### src/rtl/c2b1.sv
// Serial-to-nibble block converter: collects 4*NIB_CNT bits LSB-first,
// then emits them as NIB_CNT nibbles, most-significant nibble first.
module c2b1 #(
  parameter int NIB_CNT = 16
) (
  input  logic       clk,
  input  logic       rst,
  input  logic       c2b_in,
  input  logic       c2b_en,
  output logic [3:0] c2b_out,
  output logic       c2b_valid,
  output logic       c2b_last,
  output logic       c2b_ovf
);

  localparam int W  = 4 * NIB_CNT;
  localparam int BW = (W > 1) ? $clog2(W) : 1;
  localparam int NW = (NIB_CNT > 1) ? $clog2(NIB_CNT) : 1;

  localparam logic [BW-1:0] LAST_BIT = BW'(W - 1);
  localparam logic [NW-1:0] LAST_NIB = NW'(NIB_CNT - 1);
  localparam logic          ONE_NIB  = (NIB_CNT == 1);

  typedef enum logic {
    COLLECT,
    EMIT
  } state_e;

  state_e          state_q;
  logic [W-1:0]    buf_q;
  logic [W-1:0]    buf_d;
  logic [BW-1:0]   bit_cnt_q;
  logic [NW-1:0]   nib_q;
  logic [NW-1:0]   nib_d;
  logic [3:0]      first_nib;
  logic [3:0]      next_nib;

  // The first nibble contains the bit being accepted, so it is taken
  // from the updated buffer to meet the one-cycle latency.
  always_comb begin
    buf_d            = buf_q;
    buf_d[bit_cnt_q] = c2b_in;
    first_nib        = buf_d[W-1 -: 4];
    nib_d            = nib_q + NW'(1);
    next_nib         = 4'(buf_q >> (4 * (NIB_CNT - 1 - int'(nib_d))));
  end

  always_ff @(posedge clk) begin
    if (rst) begin
      state_q   <= COLLECT;
      buf_q     <= '0;
      bit_cnt_q <= '0;
      nib_q     <= '0;
      c2b_out   <= '0;
      c2b_valid <= 1'b0;
      c2b_last  <= 1'b0;
      c2b_ovf   <= 1'b0;
    end else begin
      unique case (state_q)
        COLLECT: begin
          if (c2b_en) begin
            buf_q <= buf_d;
            if (bit_cnt_q == LAST_BIT) begin
              state_q   <= EMIT;
              bit_cnt_q <= '0;
              nib_q     <= '0;
              c2b_valid <= 1'b1;
              c2b_out   <= first_nib;
              c2b_last  <= ONE_NIB;
            end else begin
              bit_cnt_q <= bit_cnt_q + BW'(1);
            end
          end
        end
        EMIT: begin
          if (c2b_en) begin
            c2b_ovf <= 1'b1;
          end
          if (nib_q == LAST_NIB) begin
            state_q   <= COLLECT;
            buf_q     <= '0;
            nib_q     <= '0;
            c2b_valid <= 1'b0;
            c2b_out   <= '0;
            c2b_last  <= 1'b0;
          end else begin
            nib_q    <= nib_d;
            c2b_out  <= next_nib;
            c2b_last <= (nib_d == LAST_NIB);
          end
        end
        default: state_q <= COLLECT;
      endcase
    end
  end

endmodule

### config.mk
export PLATFORM = sky130hd
export DESIGN_NAME = c2b1
export DESIGN_NICKNAME = d
export VERILOG_FILES = /design/src/rtl/c2b1.sv
export SDC_FILE = /design/constraint.sdc
export NUM_CORES = 1
export LEC_CHECK = 0
export CORE_UTILIZATION = 45
export CTS_CLUSTER_SIZE = 12
export DETAILED_ROUTE_END_ITERATION = 6
export HOLD_SLACK_MARGIN = 0.08
export PLACE_DENSITY = 0.63
export SETUP_SLACK_MARGIN = 0.5
export SLEW_MARGIN = 25
export SYNTH_ARGS = -nofsm -noshare
export SYNTH_HDL_FRONTEND = slang
export SYNTH_SLANG_ARGS = --single-unit
### constraint.sdc
create_clock -name clk -period 3.49 [get_ports clk]
set_input_delay 0.8725 -clock clk [delete_from_list [all_inputs] [get_ports clk]]
set_output_delay 0.8725 -clock clk [all_outputs]
set_load 0.01 [all_outputs]
==> run_results.csv, run 1 <==
group,metric,value,unit
yosys,synth_top_cell_by_area,"dfxtp_1",
sta,rsz0062_at_grt,"false",
layout,final_common_cell,"dfxtp_1",
yosys,syn_inst,516,
power,irDropWorstVdd,0.1649,mV
yosys,synth_cell_types,51,
min_path,hp-start,"c2b_ovf",
clocking,cts-root-buf,"clkbuf_8",
layout,layout_common_cells,"dfxtp_1 (82), a21oi_1 (80), o211ai_1 (51)",
sta,fmax,362.6,MHz
clocking,clockBufferDepth,2,
place,hpwl,8.986,mm
global_routing,grt_first_pass_wirelength,21.58,mm
yosys,synthTopCellsByArea,"dfxtp_1 (37%), a21oi_1 (9.0%), o211ai_1 (8.6%)",
clocking,cts_resized,0,
clocking,cts_setup_buffers,0,
worst_setup_path,reg2reg_from,"nib_q[0]",
place,place_inst,620,
routing,wirelength,13.33,mm
worst_setup_path,arrival,3.01,ns
global_routing,antenna_found_initial,0,
global_routing,grt_usage,27.93,%
sta,hold_violations,0,
min_path,hold_path_end,"c2b_ovf",
routing,num_vias,4100,
die,die_w,101.4,um
die,die-area,10280,sq um
worst_setup_path,r2r_slack,0.73,ns
sta,worstMarginPinSlew,0.8397,ns
routing,routedWlPerCell,20.96,um
yosys,synthFlopType,"dfxtp_1",
layout,n_antenna_cell,0,
die,initial_core_util,47.22,%
clocking,cts_tree,"yes",
worst_setup_path,worstRegToRegCells,8,
power,powerDensity,377.2,nW/um^2
yosys,synth_edf_count,0,
clocking,clock_latency,0.36,ns
yosys,yosysSeqAreaShare,36.93,%
worst_setup_path,cp_data_required_time,3.74,ns
yosys,synth.top_cell.area_share,36.93,%
worst_setup_path,end_kind,"register",
global_routing,grt_start_max_net_pins,48,
flow_run,drv_cap,0,
yosys,synthArstFlopShare,0,%
yosys,ys_ff_latch,82,
worst_setup_path,critical_path_class,"register to register",
place,portBuffers,10,
die,rows,35,
worst_setup_path,cp-start-kind,"register",
sta,skew,0.007912,ns
layout,final_cells,636,
yosys,syn_area_per_cell,8.615,sq um
min_path,holdPathStages,2,
global_routing,first_global_vias,3924,
power,power,1.800,mW
routing,drc,0,
clocking,cts_inserted_buffers,9,
sta,slew_viol_final,0,
global_routing,grt_overflow,0,
layout,final_core_util,50.70,%
yosys,synth_area,4446,sq um
clocking,clock-sinks,82,
sta,finalCritPeriodShare,79.03,%
die,ioPinCount,11,
yosys,synth_nets,523,
run_status,outcome,"finished clean",
routing,drtAntennaViolNets,0,
worst_setup_path,critical_path.max_fanout,16,
clocking,hold_buffers,0,
die,coreArea,9415,sq um
clocking,path_clk_slew,0.09,ns
routing,drt_pass1_iterations,5,
clocking,htreeDepth,3,
worst_setup_path,reg2reg_to,"c2b_out[2]",
sta,tns,0,ns
sta,period_needed,2.758,ns
yosys,synth_warnings,0,
sta,slew_headroom,43.94,%
power,power.leakage,1.586,nW
min_path,hold_class,"register to register",
layout,fin_nets,509,
sta,setup_viol,0,
layout,areaGrowthSynthToFinish,7.374,%
routing,drt_iter0_drc,386,
place,gp_congestion,0.8375,
die,chipHeight,101.4,um
layout,drive_gt1_share,12.23,%
routing,vias_per_cell,6.447,
[synth_stat cells, types with 2 or more instances]
| cell | number |
|---|---|
| clkbuf_1 | 26 |
| nand3b_1 | 10 |
| mux4_1 | 2 |
| mux2i_1 | 13 |
| and3b_1 | 6 |
| buf_1 | 5 |
| xor2_1 | 2 |
| a31oi_1 | 4 |
| a32oi_1 | 2 |
| a31o_2 | 5 |
| nor2b_1 | 3 |
| or3_1 | 2 |
| nor2_1 | 25 |
| nor3b_1 | 4 |
| mux4_2 | 7 |
| nand2b_1 | 3 |
| or3b_1 | 3 |
| nor3_2 | 2 |
| o211ai_1 | 51 |
| o21ai_0 | 17 |
| ha_1 | 3 |
| a311oi_1 | 3 |
| or3b_2 | 3 |
| buf_4 | 2 |
| dfxtp_1 | 82 |
| nand3_1 | 48 |
| mux2_1 | 6 |
| a21oi_1 | 80 |
| nand2_1 | 41 |
| and3_1 | 2 |
| nor3_1 | 2 |
| o21ai_1 | 6 |
| nand4_1 | 3 |
| o21bai_1 | 4 |
| mux2_2 | 11 |
| buf_2 | 13 |
[sequential cells by signal, summed over array words and instances, names as in the netlist]
register and count:
buf_q 64, bit_cnt_q 6, c2b_out 4, nib_q 4
c2b_last 1, c2b_ovf 1, c2b_valid 1, state_q 1
[routing by layer]
layer / vias up / part of all wire [%] / GRT usage, %
met5: - / 0 / 0
met4: 0 / 2.3 / 12.37
met3: 24 / 6.3 / 4.348
met2: 168 / 47 / 44.53
met1: 2015 / 44 / 37.47
li1: 1893 / - / -
[worst max-delay path by stage]
stage / slack [ns] / start / end
6_report: 0.73 / nib_q[0] / c2b_out[2]
5_1_grt: 0.63 / nib_q[0] / c2b_out[1]
4_1_cts: 0.72 / nib_q[0] / c2b_out[1]
3_5_place_dp: 0.76 / c2b_en / bit_cnt_q[3]
3_3_place_gp: 0.74 / nib_q[0] / c2b_out[1]
2_1_floorplan: 1.20 / nib_q[0] / c2b_out[1]
[where the power goes]
part	switching [mW]	total [mW]	internal, mW
Combinational	0.0640	0.0847	0.0207
Sequential	0.0102	0.948	0.938
Clock	0.365	0.768	0.403
[cells by family after synthesis]
logic type               count (synthesis)  synth area share, %
multiplexers                            39                11.96
buffers and inverters                   51                5.741
adder cells (fa/ha/maj)                  3               0.8444
AND/OR/NAND/NOR                        161                18.97
XOR/XNOR                                 3                1.013
AO/OA/AOI/OAI                          177                24.54
flip-flops                              82                36.93
[cell type report]
cell class	count	area (sq um)
fill	904	4642
tap	129	161.4
inverter	1	3.754
sequential	82	1642
clock inverter	5	78.83
multi-input combinational	383	2549
clock buffer	11	131.4
timing repair buffer	25	207.7
[metrics by stage]
| step | setup slack [ns] | hold WS [ns] | area (sq um) |
|---|---|---|---|
| global route | 0.6296 | 0.5052 | 4773 |
| detailed placement | 0.7559 | 0.4656 | 4563 |
| finish | 0.7320 | 0.4768 | 4773 |
| CTS | 0.7204 | 0.4812 | 4773 |
| floorplan | 1.202 | 0.4451 | 4446 |
| global placement | 0.7425 | 0.4531 | 4563 |
[worst max-delay path, stage by stage, from the launching register on]
cell     delay [ns]
dfxtp_1        0.32
buf_4          0.17
inv_2          0.16
ha_1           0.55
buf_4          0.35
mux2_2         0.39
mux4_2         0.51
nand2_1        0.09
a31oi_1        0.07
No activity file was read; power rests on OpenSTA's default activity.
==> run 2, diff against run 1 <==
clock period = 2.75 ns   (was 3.49 ns; I/O delays follow)
==> run 2 against run 1 <==
Compared with the run above: utilization rose by 1.2 points; global-route usage fell by 0.56 points; routed wire length fell by 1.7%; cell area rose by 2.5%; register-to-register slack got worse by 0.16 ns; clock skew rose by 0.0014 ns; clock power rose by 41%; hold slack improved by 0.0011 ns; first-iteration DRC count fell by 22%; sequential share of layout area fell by 0.83 points; sequential power rose by 27%; sequential cell count did not move; critical path type unchanged; largest cell class unchanged; largest power group unchanged; highest routed layer unchanged.
==> run_results.csv, run 2 (same netlist as run 1, synthesis figures left out) <==
group,metric,value,unit
power,p_comb_share,4.5,%
sta,fmax,458.2,MHz
clocking,clock-sinks,82,
routing,drt_pass1_iterations,5,
clocking,cts-root-buf,"clkbuf_8",
sta,hold_violations,0,
die,die_w,101.4,um
place,gp_congestion,0.8476,
routing,drt_iter0_drc,302,
sta,slew_headroom,46.31,%
layout,top_regs,"buf_q: 64 flops, bit_cnt_q: 6 flops",
sta,tns,0,ns
global_routing,first_global_vias,3873,
clocking,clockBufferDepth,2,
layout,fin_nets,517,
place,portBuffers,10,
global_routing,grt_overflow,0,
power,power.leakage,1.631,nW
layout,final_common_cell,"dfxtp_1",
worst_setup_path,critPathSlowestCell,"mux4_2",
layout,largest_reg_flops,64,
power,powerDensity,487.7,nW/um^2
global_routing,antenna_found_initial,0,
sta,worstMarginPinSlew,0.8042,ns
clocking,hold_buffers,0,
power,seqPwrFrac,50.4,%
sta,slew_viol_final,0,
die,chipHeight,101.4,um
die,initial_core_util,47.22,%
global_routing,grt_start_max_net_pins,48,
die,ioPinCount,11,
sta,skew,0.009284,ns
routing,routedWlPerCell,20.36,um
routing,wirelength,13.11,mm
power,intPower,1.823,mW
die,rows,35,
sta,finalCritPeriodShare,79.36,%
power,p_clk_share,45.1,%
worst_setup_path,cp-start-kind,"register",
global_routing,grt_usage,27.37,%
die,coreArea,9415,sq um
power,p_sw,562.2,uW
routing,drc,0,
layout,final_core_util,51.95,%
layout,areaGrowthSynthToFinish,10.02,%
min_path,hold_class,"register to register",
worst_setup_path,critical_path.max_fanout,10,
clocking,htreeDepth,3,
sta,setup_viol,0,
sta,period_needed,2.182,ns
place,hpwl,8.980,mm
flow_run,drv_cap,0,
worst_setup_path,r2r_slack,0.57,ns
global_routing,grt_first_pass_wirelength,21.22,mm
clocking,cts_tree,"yes",
worst_setup_path,crit_chain,"ha_4 -> buf_4 -> mux2_1 -> mux4_2 -> nand2_1 -> a31oi_1",
clocking,cts_inserted_buffers,9,
clocking,clock_latency,0.37,ns
worst_setup_path,critical_path_class,"register to register",
worst_setup_path,end_kind,"register",
routing,drtAntennaViolNets,0,
sta,rsz0062_at_grt,"false",
power,power,2.385,mW
clocking,path_clk_slew,0.08,ns
layout,layout_common_cells,"dfxtp_1 (82), a21oi_1 (80), o211ai_1 (51)",
layout,n_antenna_cell,0,
layout,top_register,"buf_q",
worst_setup_path,cp_data_required_time,3.01,ns
layout,drive_gt1_share,14.76,%
power,p_sw_share,23.57,%
worst_setup_path,critPathMaxStageDelay,0.51,ns
power,irDropWorstVdd,0.3102,mV
routing,vias_per_cell,6.297,
routing,num_vias,4055,
die,die-area,10280,sq um
worst_setup_path,arrival,2.44,ns
run_status,outcome,"finished clean",
-- run 2: cell count changes in the layout (fill, tap and decap cells not counted), moves of 2 or more --
cell	delta
nor2_2	+3
buf_4	+7
ha_1	-2
clkinvlp_4	+2
nor2_1	-3
clkinv_2	-2
-- run 2: path summary, 6_finish.rpt --
kind | from | endpoint | cells after the start
worst max-delay path | nib_q[1] | c2b_out[2] | 6
worst min-delay path | c2b_ovf | c2b_ovf | 2
worst min register to register | c2b_ovf | c2b_ovf | 2
worst max register to register | nib_q[1] | c2b_out[2] | 6
-- run 2: layout make-up --
class / instances / area, sq um
inverters: 1 / 3.754
fillers: 880 / 4524
clock buffers: 10 / 127.6
flip-flops and latches: 82 / 1642
well taps: 129 / 161.4
multi-input cells: 383 / 2571
repair buffers: 33 / 271.5
clock inverters: 6 / 113.9
-- run 2: per-layer routing --
layer	GRT usage (%)	vias to the layer above	share of wire [%]
li1	-	1912	-
met1	36.61	1940	44
met2	43.22	182	46
met3	6.625	21	7.4
met4	9.476	0	1.6
met5	0	-	0
-- run 2: power by group through the flow --
stage | combinational, mW | sequential, mW | clock (mW)
3_3_place_gp | 0.104 | 1.23 | 0
3_5_place_dp | 0.104 | 1.23 | 0
2_1_floorplan | 0.0738 | 1.22 | 0
4_1_cts | 0.104 | 1.20 | 1.09
5_1_grt | 0.116 | 1.20 | 1.14
6_report | 0.107 | 1.20 | 1.08
-- run 2: what timing repair did --
action,CTS,global route
endpoints found under the setup margin,3,21
resized for setup,0,4
pin swaps,1,1
setup buffers,1,2
-- run 2: per-stage QoR --
stage               hold WS, ns  std cells  setup WS, ns  area, sq um
floorplan                0.4451        516        0.5322         4458
global placement         0.4552        625        0.2077         4613
detailed placement       0.4586        625        0.1785         4613
CTS                      0.4753        642        0.5499         4866
global route             0.4946        644        0.5432         4891
finish                   0.4779        644        0.5675         4891
-- run 2: worst max-delay path, delay by kind of cell (launching register included) --
family / cells / cell delay, ns
AO/OA/AOI/OAI: 1 / 0.08
buffers and inverters: 1 / 0.23
AND/OR/NAND/NOR: 1 / 0.10
flip-flops: 1 / 0.40
multiplexers: 2 / 0.88
adder cells (fa/ha/maj): 1 / 0.39
